--- config.mk ---
export PLATFORM = sky130hd
export DESIGN_NAME = sprite_mem_arbiter
export DESIGN_NICKNAME = d
export VERILOG_FILES = /design/src/rtl/sprite_mem_arbiter.sv
export SDC_FILE = /design/constraint.sdc
export NUM_CORES = 1
export LEC_CHECK = 0
export ABC_AREA = 1
export BUFFER_PORTS_ARGS = -buffer_cell sky130_fd_sc_hd__buf_4
export CAP_MARGIN = 20
export CORE_AREA = 5 5 77 79
export CTS_CLUSTER_DIAMETER = 200
export DETAILED_ROUTE_END_ITERATION = 6
export DIE_AREA = 0 0 82 84
export PLACE_DENSITY = 0.86
export SLEW_MARGIN = 20
export SYNTH_ARGS = -nofsm -noshare
export SYNTH_HDL_FRONTEND = slang
export SYNTH_SLANG_ARGS = --single-unit
--- constraint.sdc ---
create_clock -name clk -period 1.4 [get_ports clk]
set_clock_uncertainty 0.15 [all_clocks]
set_input_delay 0.14 -clock clk [delete_from_list [all_inputs] [get_ports clk]]
set_output_delay 0.14 -clock clk [all_outputs]
set_load 0.005 [all_outputs]
--- src/rtl/sprite_mem_arbiter.sv ---
// sprite_mem_arbiter
// Shares the single-port sprite memory between the CPU data bus and the VGA
// sprite fetch unit. Video fetch normally wins a conflict. A saturating wait
// counter lets the CPU win once it has lost MAX_WAIT conflicts in a row.
// Read data returns one cycle after the grant. It is steered to whichever
// requester issued that read.

module sprite_mem_arbiter #(
   parameter int ADDR_W   = 12,
   parameter int DATA_W   = 32,
   parameter int MAX_WAIT = 3
) (
   input  logic              clk,
   input  logic              reset,
   input  logic              cpu_req,
   input  logic              cpu_we,
   input  logic [ADDR_W-1:0] cpu_addr,
   input  logic [DATA_W-1:0] cpu_wdata,
   output logic              cpu_gnt,
   output logic              cpu_rvalid,
   output logic [DATA_W-1:0] cpu_rdata,
   input  logic              vid_req,
   input  logic [ADDR_W-1:0] vid_addr,
   output logic              vid_gnt,
   output logic              vid_rvalid,
   output logic [DATA_W-1:0] vid_rdata,
   output logic              mem_en,
   output logic              mem_we,
   output logic [ADDR_W-1:0] mem_addr,
   output logic [DATA_W-1:0] mem_wdata,
   input  logic [DATA_W-1:0] mem_rdata
);

   typedef enum logic [1:0] {
      OWN_NONE = 2'd0,
      OWN_CPU  = 2'd1,
      OWN_VID  = 2'd2
   } ownerT;

   localparam logic [3:0] MaxWait = 4'(MAX_WAIT);

   logic [3:0] waitCnt_q;
   logic [3:0] waitCnt_d;
   ownerT      rdOwner_q;
   ownerT      rdOwner_d;
   logic       cpuStarved;
   logic       cpuGnt;
   logic       vidGnt;

   assign cpuStarved = (waitCnt_q == MaxWait);

   // Pick at most one winner per cycle; reset blocks every grant so nothing reaches memory
   always_comb begin
      cpuGnt = 1'b0;
      vidGnt = 1'b0;
      if (!reset) begin
         if (cpu_req && (!vid_req || cpuStarved)) begin
            cpuGnt = 1'b1;
         end else if (vid_req) begin
            vidGnt = 1'b1;
         end
      end
   end

   // Count consecutive lost cycles of a pending CPU request, saturating at MAX_WAIT
   always_comb begin
      waitCnt_d = waitCnt_q;
      if (!cpu_req || cpuGnt) begin
         waitCnt_d = 4'd0;
      end else if (waitCnt_q < MaxWait) begin
         waitCnt_d = waitCnt_q + 4'd1;
      end
   end

   // Wait counter register
   always_ff @(posedge clk) begin
      if (reset) begin
         waitCnt_q <= 4'd0;
      end else begin
         waitCnt_q <= waitCnt_d;
      end
   end

   // Read-owner state register; reset discards any read that is in flight
   always_ff @(posedge clk) begin
      if (reset) begin
         rdOwner_q <= OWN_NONE;
      end else begin
         rdOwner_q <= rdOwner_d;
      end
   end

   // Tag the next cycle's returning data with the requester whose read was granted now
   always_comb begin
      rdOwner_d = OWN_NONE;
      if (cpuGnt && !cpu_we) begin
         rdOwner_d = OWN_CPU;
      end else if (vidGnt) begin
         rdOwner_d = OWN_VID;
      end
   end

   // Read-return outputs decoded from the owner tag
   always_comb begin
      cpu_rvalid = (rdOwner_q == OWN_CPU);
      vid_rvalid = (rdOwner_q == OWN_VID);
      cpu_rdata  = mem_rdata;
      vid_rdata  = mem_rdata;
   end

   // Route the winning requester onto the memory port; park the port at zero when idle
   always_comb begin
      mem_en    = cpuGnt | vidGnt;
      mem_we    = 1'b0;
      mem_addr  = '0;
      mem_wdata = '0;
      if (cpuGnt) begin
         mem_we    = cpu_we;
         mem_addr  = cpu_addr;
         mem_wdata = cpu_wdata;
      end else if (vidGnt) begin
         mem_addr  = vid_addr;
      end
   end

   assign cpu_gnt = cpuGnt;
   assign vid_gnt = vidGnt;

endmodule

==> results.tsv, run 1 <==
metric	value	unit
crit_required	1.11	ns
maxCapViolCount	0	
internal-power	593	uW
ys_ff_latch	6	
relSlewSlack	0.892	
fin_ws	-0.204	ns
hold_viol	0	
yosys.area.top_type_share	0.346	
h-tree-depth	1	
p_switching	231	uW
power_per_cell_area	407	nW/um^2
drtIter0Drc	20	
clk_path_buf_depth	2	
worst_slew_pin_slew	0.162	ns
swShare	0.280	
die_y	84	um
place_ws	-0.0516	ns
io_pins	207	
maxSlewViolCount	0	
yosys-top-cells-area	buf_4 (35%), inv_1 (12%), nor2_4 (11%), nand3_1 (9.7%), dfxtp_1 (8.6%)	
finalSetupViolations	48	
cts.sinks	6	
cts-root-buf	clkbuf_8	
yosysWarnings	0	
ys_seq_area_frac	0.0865	
rows	27	
critPathCaptureType	output pin	
finalCriticalPeriod	1.60	ns
wl_per_cell	12.8	um
arrival	1.31	ns
grt_pass1_vias	1455	
synthCells	212	
drive_above_1_share	0.623	
gp_congestion	0.686	
fp.dieW	82	um
total_power	824	uW
final_net_count	364	
grt.overflow.total	0	
initial_utilization	0.264	
port_buffers	110	
comb_power_share	0.468	
worst-path-max-fanout	13	
grt_start_max_net_pins	16	
ir_drop	0.252	mV
ys_types	15	
max_freq	623	MHz
cts_tree	yes	
wirelength	4340	um
hpwlAfterDp	3690	um
synth_edf_count	0	
synth_area	1390	um^2
synth_common_cells	buf_4 (64), inv_1 (43), nand3_1 (27)	
ys_async_sr_fraction	0	
vias_per_cell	4.04	
synth_nets	306	
outcome	finished with violations	
p_clk_frac	0.314	
antenna_left	0	
core_area	5270	um^2
antennaDiodeCount	0	
synth_flop_cell	dfxtp_1	
finalCritPeriodShare	1.15	
p_seq_frac	0.217	
syn_area_per_cell	6.55	um^2
grt_first_pass_wirelength	6530	um
synth.most_common_cell	buf_4	
worstRegToRegCells	6	
p_leak	0.00117	uW
gr-usage-all-layers	0.120	
numCtsBuffers	3	
worstHoldPathCells	4	
violations	negative setup slack	
grt_antenna_before_repair	0	
areaGrowthSynthToFinish	45.8	%
fp.dieArea	6890	um^2
route.vias.total	1375	
cts.clk_slew.worst_paths	0.04	ns
crit_type	reg2out	
synth_largest_area_cell	buf_4	
setup.worst_path.start_class	flip-flop	
drc_errors	0	
clock_latency	0.22	ns
rsz0062_at_grt	true	
dr.pass1.iters	5	
hp-class	in2reg	
==> cell usage in the layout, fill, tap and decap left out, drive strengths merged <==
cell / n
a21oi: 2
nor2: 41
nand3: 27
dfxtp: 6
inv: 43
nand2: 20
nand3b: 1
buf: 123
clkbuf: 3
ha: 1
dlygate4sd3: 1
==> cell type report <==
class	instances	area, um^2
flip-flops and latches	6	124
fillers	538	3250
well taps	72	90.1
clock buffers	3	41.3
inverters	43	161
multi-input cells	92	584
repair buffers	124	1020
==> metrics by stage <==
step | TNS (ns) | instance area [um^2] | cells | util | hold WS (ns)
detailed placement | -1.17 | 1870 | 332 | 0.354 | 0.130
global placement | -0.0741 | 1870 | 332 | 0.354 | 0.130
floorplan | 0 | 1390 | 212 | - | 0.0624
global route | -11.41 | 2020 | 340 | 0.384 | 0.118
CTS | -8.75 | 2000 | 338 | 0.379 | 0.0821
finish | -8.31 | 2020 | 340 | 0.384 | 0.0901
==> power by group through the flow <==
stage	combinational [uW]	sequential, uW	clock [uW]
after detailed placement	377	181	0
after global placement	368	180	0
final	386	179	259
after CTS	389	179	266
after global routing	423	179	275
after floorplan	286	180	0
==> critical path, stage by stage, from the launching register on <==
cell and delay [ns]:
dfxtp_2 0.35, ha_4 0.16, nand2_4 0.06, nand2_4 0.07, nand2_4 0.08, buf_12 0.16
nor2_1 0.09, buf_4 0.11
==> logic make-up after synthesis <==
family / synth area share
buf+inv: 0.507
flops: 0.0865
compound gates: 0.00721
simple gates: 0.390
fa+ha+maj: 0.00901
==> registers in the layout, indices dropped and copies added (netlist names) <==
signal     cells
rdOwner_q      2
waitCnt_q      4
==> final timing paths <==
kind / start / to / slack, ns
setup / recovery: waitCnt_q[0] / mem_wdata[30] / -0.20
hold / removal: reset / rdOwner_q[1] / 0.09
setup reg to reg: waitCnt_q[1] / rdOwner_q[0] / 0.18
hold reg to reg: waitCnt_q[3] / waitCnt_q[3] / 0.30
==> metal layers <==
| metal | global-route usage | vias up | wire (um) | share of wire |
|---|---|---|---|---|
| met5 | 0 | - | 0 | 0 |
| met4 | 0.0468 | 0 | 53 | 0.012 |
| met3 | 0.0518 | 10 | 668 | 0.15 |
| met2 | 0.253 | 123 | 2520 | 0.58 |
| met1 | 0.0844 | 575 | 1100 | 0.25 |
| li1 | - | 667 | - | - |
==> repair_timing <==
| action | CTS | global route |
|---|---|---|
| endpoints found under the setup margin | 48 | 48 |
| cloned | 0 | 0 |
| buffers inserted | 2 | 2 |
| hold buffers | 1 | 0 |
| gates resized for setup | 18 | 4 |
| endpoints found under the hold margin | 1 | 0 |
| pin swaps | 1 | 1 |
No activity file was read; power rests on OpenSTA's default activity.
==> run 2: changes to the inputs <==
--- a/config.mk
+++ b/config.mk
@@ -8,11 +8,14 @@
 export ABC_AREA = 1
 export BUFFER_PORTS_ARGS = -buffer_cell sky130_fd_sc_hd__buf_4
 export CAP_MARGIN = 20
-export CORE_AREA = 5 5 77 79
+export CELL_PAD_IN_SITES_DETAIL_PLACEMENT = 0
+export CELL_PAD_IN_SITES_GLOBAL_PLACEMENT = 2
+export CORE_MARGIN = 5
+export CORE_UTILIZATION = 12
 export CTS_CLUSTER_DIAMETER = 200
 export DETAILED_ROUTE_END_ITERATION = 6
-export DIE_AREA = 0 0 82 84
-export PLACE_DENSITY = 0.86
+export PLACE_DENSITY = 0.93
+export SKIP_CTS_REPAIR_TIMING = 1
 export SLEW_MARGIN = 20
 export SYNTH_ARGS = -nofsm -noshare
 export SYNTH_HDL_FRONTEND = slang
==> run 2 against run 1 <==
The flow still finishes with violations (negative setup slack). Highest routed layer unchanged. Sequential power about the same. Critical endpoint is now mem_wdata[26]. Critical path depth unchanged. Largest cell class unchanged. Clock-buffer cell count unchanged.
==> results.tsv, run 2 (synthesis gave the netlist of run 1 again) <==
metric	value	unit	change
outcome	finished with violations		unchanged
violations	negative setup slack		unchanged
final_net_count	361		was 364
clk_path_buf_depth	2		unchanged
numCtsBuffers	3		unchanged
max_freq	606	MHz	was 623 MHz
p_clk_frac	0.444		was 0.314
cpMaxStageDelayCell	dfxtp_2		unchanged
h-tree-depth	1		unchanged
cts_tree	yes		unchanged
fp.dieArea	13800	um^2	was 6890 um^2
ir_drop	0.384	mV	was 0.252 mV
comb_power_share	0.382		was 0.468
swShare	0.251		was 0.280
grt_start_max_net_pins	19		was 16
gp_congestion	0.691		was 0.686
dr.pass1.iters	4		was 5
reg2reg_from	waitCnt_q[0]		was waitCnt_q[1]
internal-power	773	uW	was 593 uW
port_buffers	110		unchanged
crit_required	1.11	ns	about the same
grt.overflow.total	0		unchanged
p_switching	259	uW	was 231 uW
relSlewSlack	0.888		was 0.892
crit_path_frequent_cell	nand2_4		unchanged
crit_type	reg2out		unchanged
clock_latency	0.22	ns	about the same
n_fill_cell	1309		was 538
fin_ws	-0.250	ns	was -0.204 ns
grt_antenna_before_repair	0		unchanged
regMostFlops	waitCnt_q		unchanged
placedCellCount	404		was 332
hp-class	in2reg		unchanged
finalCritPeriodShare	1.18		was 1.15
finalSetupViolations	48		unchanged
wirelength	4720	um	was 4340 um
final_cell_mix	buf_4 (106), inv_1 (42), nand3_1 (26), nor2_2 (17), nor2_4 (16)		was buf_4 (106), inv_1 (43), nand3_1 (27), nor2_2 (19), nand2_1 (16)
cts-root-buf	clkbuf_16		was clkbuf_8
worst_slew_pin_slew	0.167	ns	was 0.162 ns
drive_above_1_share	0.626		was 0.623
startpoint	waitCnt_q[0]		unchanged
drtIter0Drc	38		was 20
critPathTopFamily	buffers and inverters		was flip-flops
largest_reg_flops	4		unchanged
route.vias.total	1326		was 1375
maxSlewViolCount	0		unchanged
place_ws	-0.107	ns	was -0.0516 ns
rsz0062_at_grt	true		unchanged
drc_errors	0		unchanged
worst-path-max-fanout	18		was 13
rows	39		was 27
critPathCaptureType	output pin		unchanged
cts.sinks	6		unchanged
fp.dieW	118	um	was 82 um
grt_first_pass_wirelength	7200	um	was 6530 um
wl_per_cell	11.6	um	was 12.8 um
vias_per_cell	3.25		was 4.04
gr-usage-all-layers	0.0630		was 0.120
cp_num_buf_inv	2		unchanged
power_per_cell_area	487	nW/um^2	was 407 nW/um^2
arrival	1.36	ns	was 1.31 ns
cts.clk_slew.worst_paths	0.03	ns	was 0.04 ns
layout_commonest_cell	buf_4		unchanged
reg_top3	waitCnt_q (4), rdOwner_q (2)		unchanged
hold_viol	0		unchanged
setup.worst_path.start_class	flip-flop		unchanged
finalCriticalPeriod	1.65	ns	was 1.60 ns
p_leak	0.00116	uW	was 0.00117 uW
p_seq_frac	0.173		was 0.217
maxCapViolCount	0		unchanged
areaGrowthSynthToFinish	52.7	%	was 45.8%
holdCritStartpoint	reset		unchanged
grt_pass1_vias	1421		was 1455
slowest_delay	0.32	ns	was 0.35 ns
postLayoutCoreUtil	0.187		was 0.384
antenna_left	0		unchanged
total_power	1030	uW	was 824 uW
finalNonFillerCells	408		was 340
core_area	11400	um^2	was 5270 um^2
initial_utilization	0.122		was 0.264
cp_cell_sequence	ha_4 > nand2_4 > nand2_4 > nand2_4 > buf_12 > nor2_1 > buf_4		unchanged
hpwlAfterDp	4150	um	was 3690 um
die_y	118	um	was 84 um
io_pins	207		unchanged
antennaDiodeCount	0		unchanged
-- run 2: cell count changes in the layout (fill, tap and decap cells not counted), sizes merged --
cell	previous run	this run
buf	123	120
-- run 2: area by class of cell --
type                            count  area (um^2)  share of cell area
Timing Repair Buffer              121          981               0.463
Clock buffer                        3         75.1              0.0354
Tap cell                          143          179              0.0844
Multi-Input combinational cell     92          602               0.284
Inverter                           43          161              0.0761
Sequential cell                     6          123              0.0578
-- run 2: worst paths after layout --
path         slack, ns             to  depth (start not counted)
min reg2reg       0.31   waitCnt_q[2]                          2
min               0.08   rdOwner_q[1]                          4
max reg2reg       0.21   rdOwner_q[0]                          6
max              -0.25  mem_wdata[26]                          7
-- run 2: power by group through the flow --
stage / combinational [uW] / clock, uW / sequential [uW]
after floorplan: 286 / 0 / 180
after global placement: 381 / 0 / 180
after detailed placement: 386 / 0 / 180
after CTS: 387 / 461 / 178
after global routing: 433 / 475 / 180
final: 395 / 459 / 179
-- run 2: layer usage --
layer / up-vias / GRT usage / routed length (um) / share of wire
met3: 20 / 0.0211 / 435 / 0.092
li1: 663 / - / - / -
met2: 62 / 0.116 / 2470 / 0.52
met1: 581 / 0.0676 / 1680 / 0.36
met4: 0 / 0.0201 / 143 / 0.030
met5: - / 0 / 0 / 0
-- run 2: tightest hold or removal path, delay by kind of cell --
kind,cells,cell delay [ns]
and+or+nand+nor,2,0.13
buffers and inverters,2,0.15
-- run 2: per-stage QoR --
step	area [um^2]	hold slack (ns)	setup TNS (ns)
floorplan	1390	0.0624	0
global placement	1950	0.130	-1.83
detailed placement	1950	0.130	-3.58
CTS	2030	-0.0620	-14.79
global route	2120	0.123	-12.70
finish	2120	0.0831	-9.09
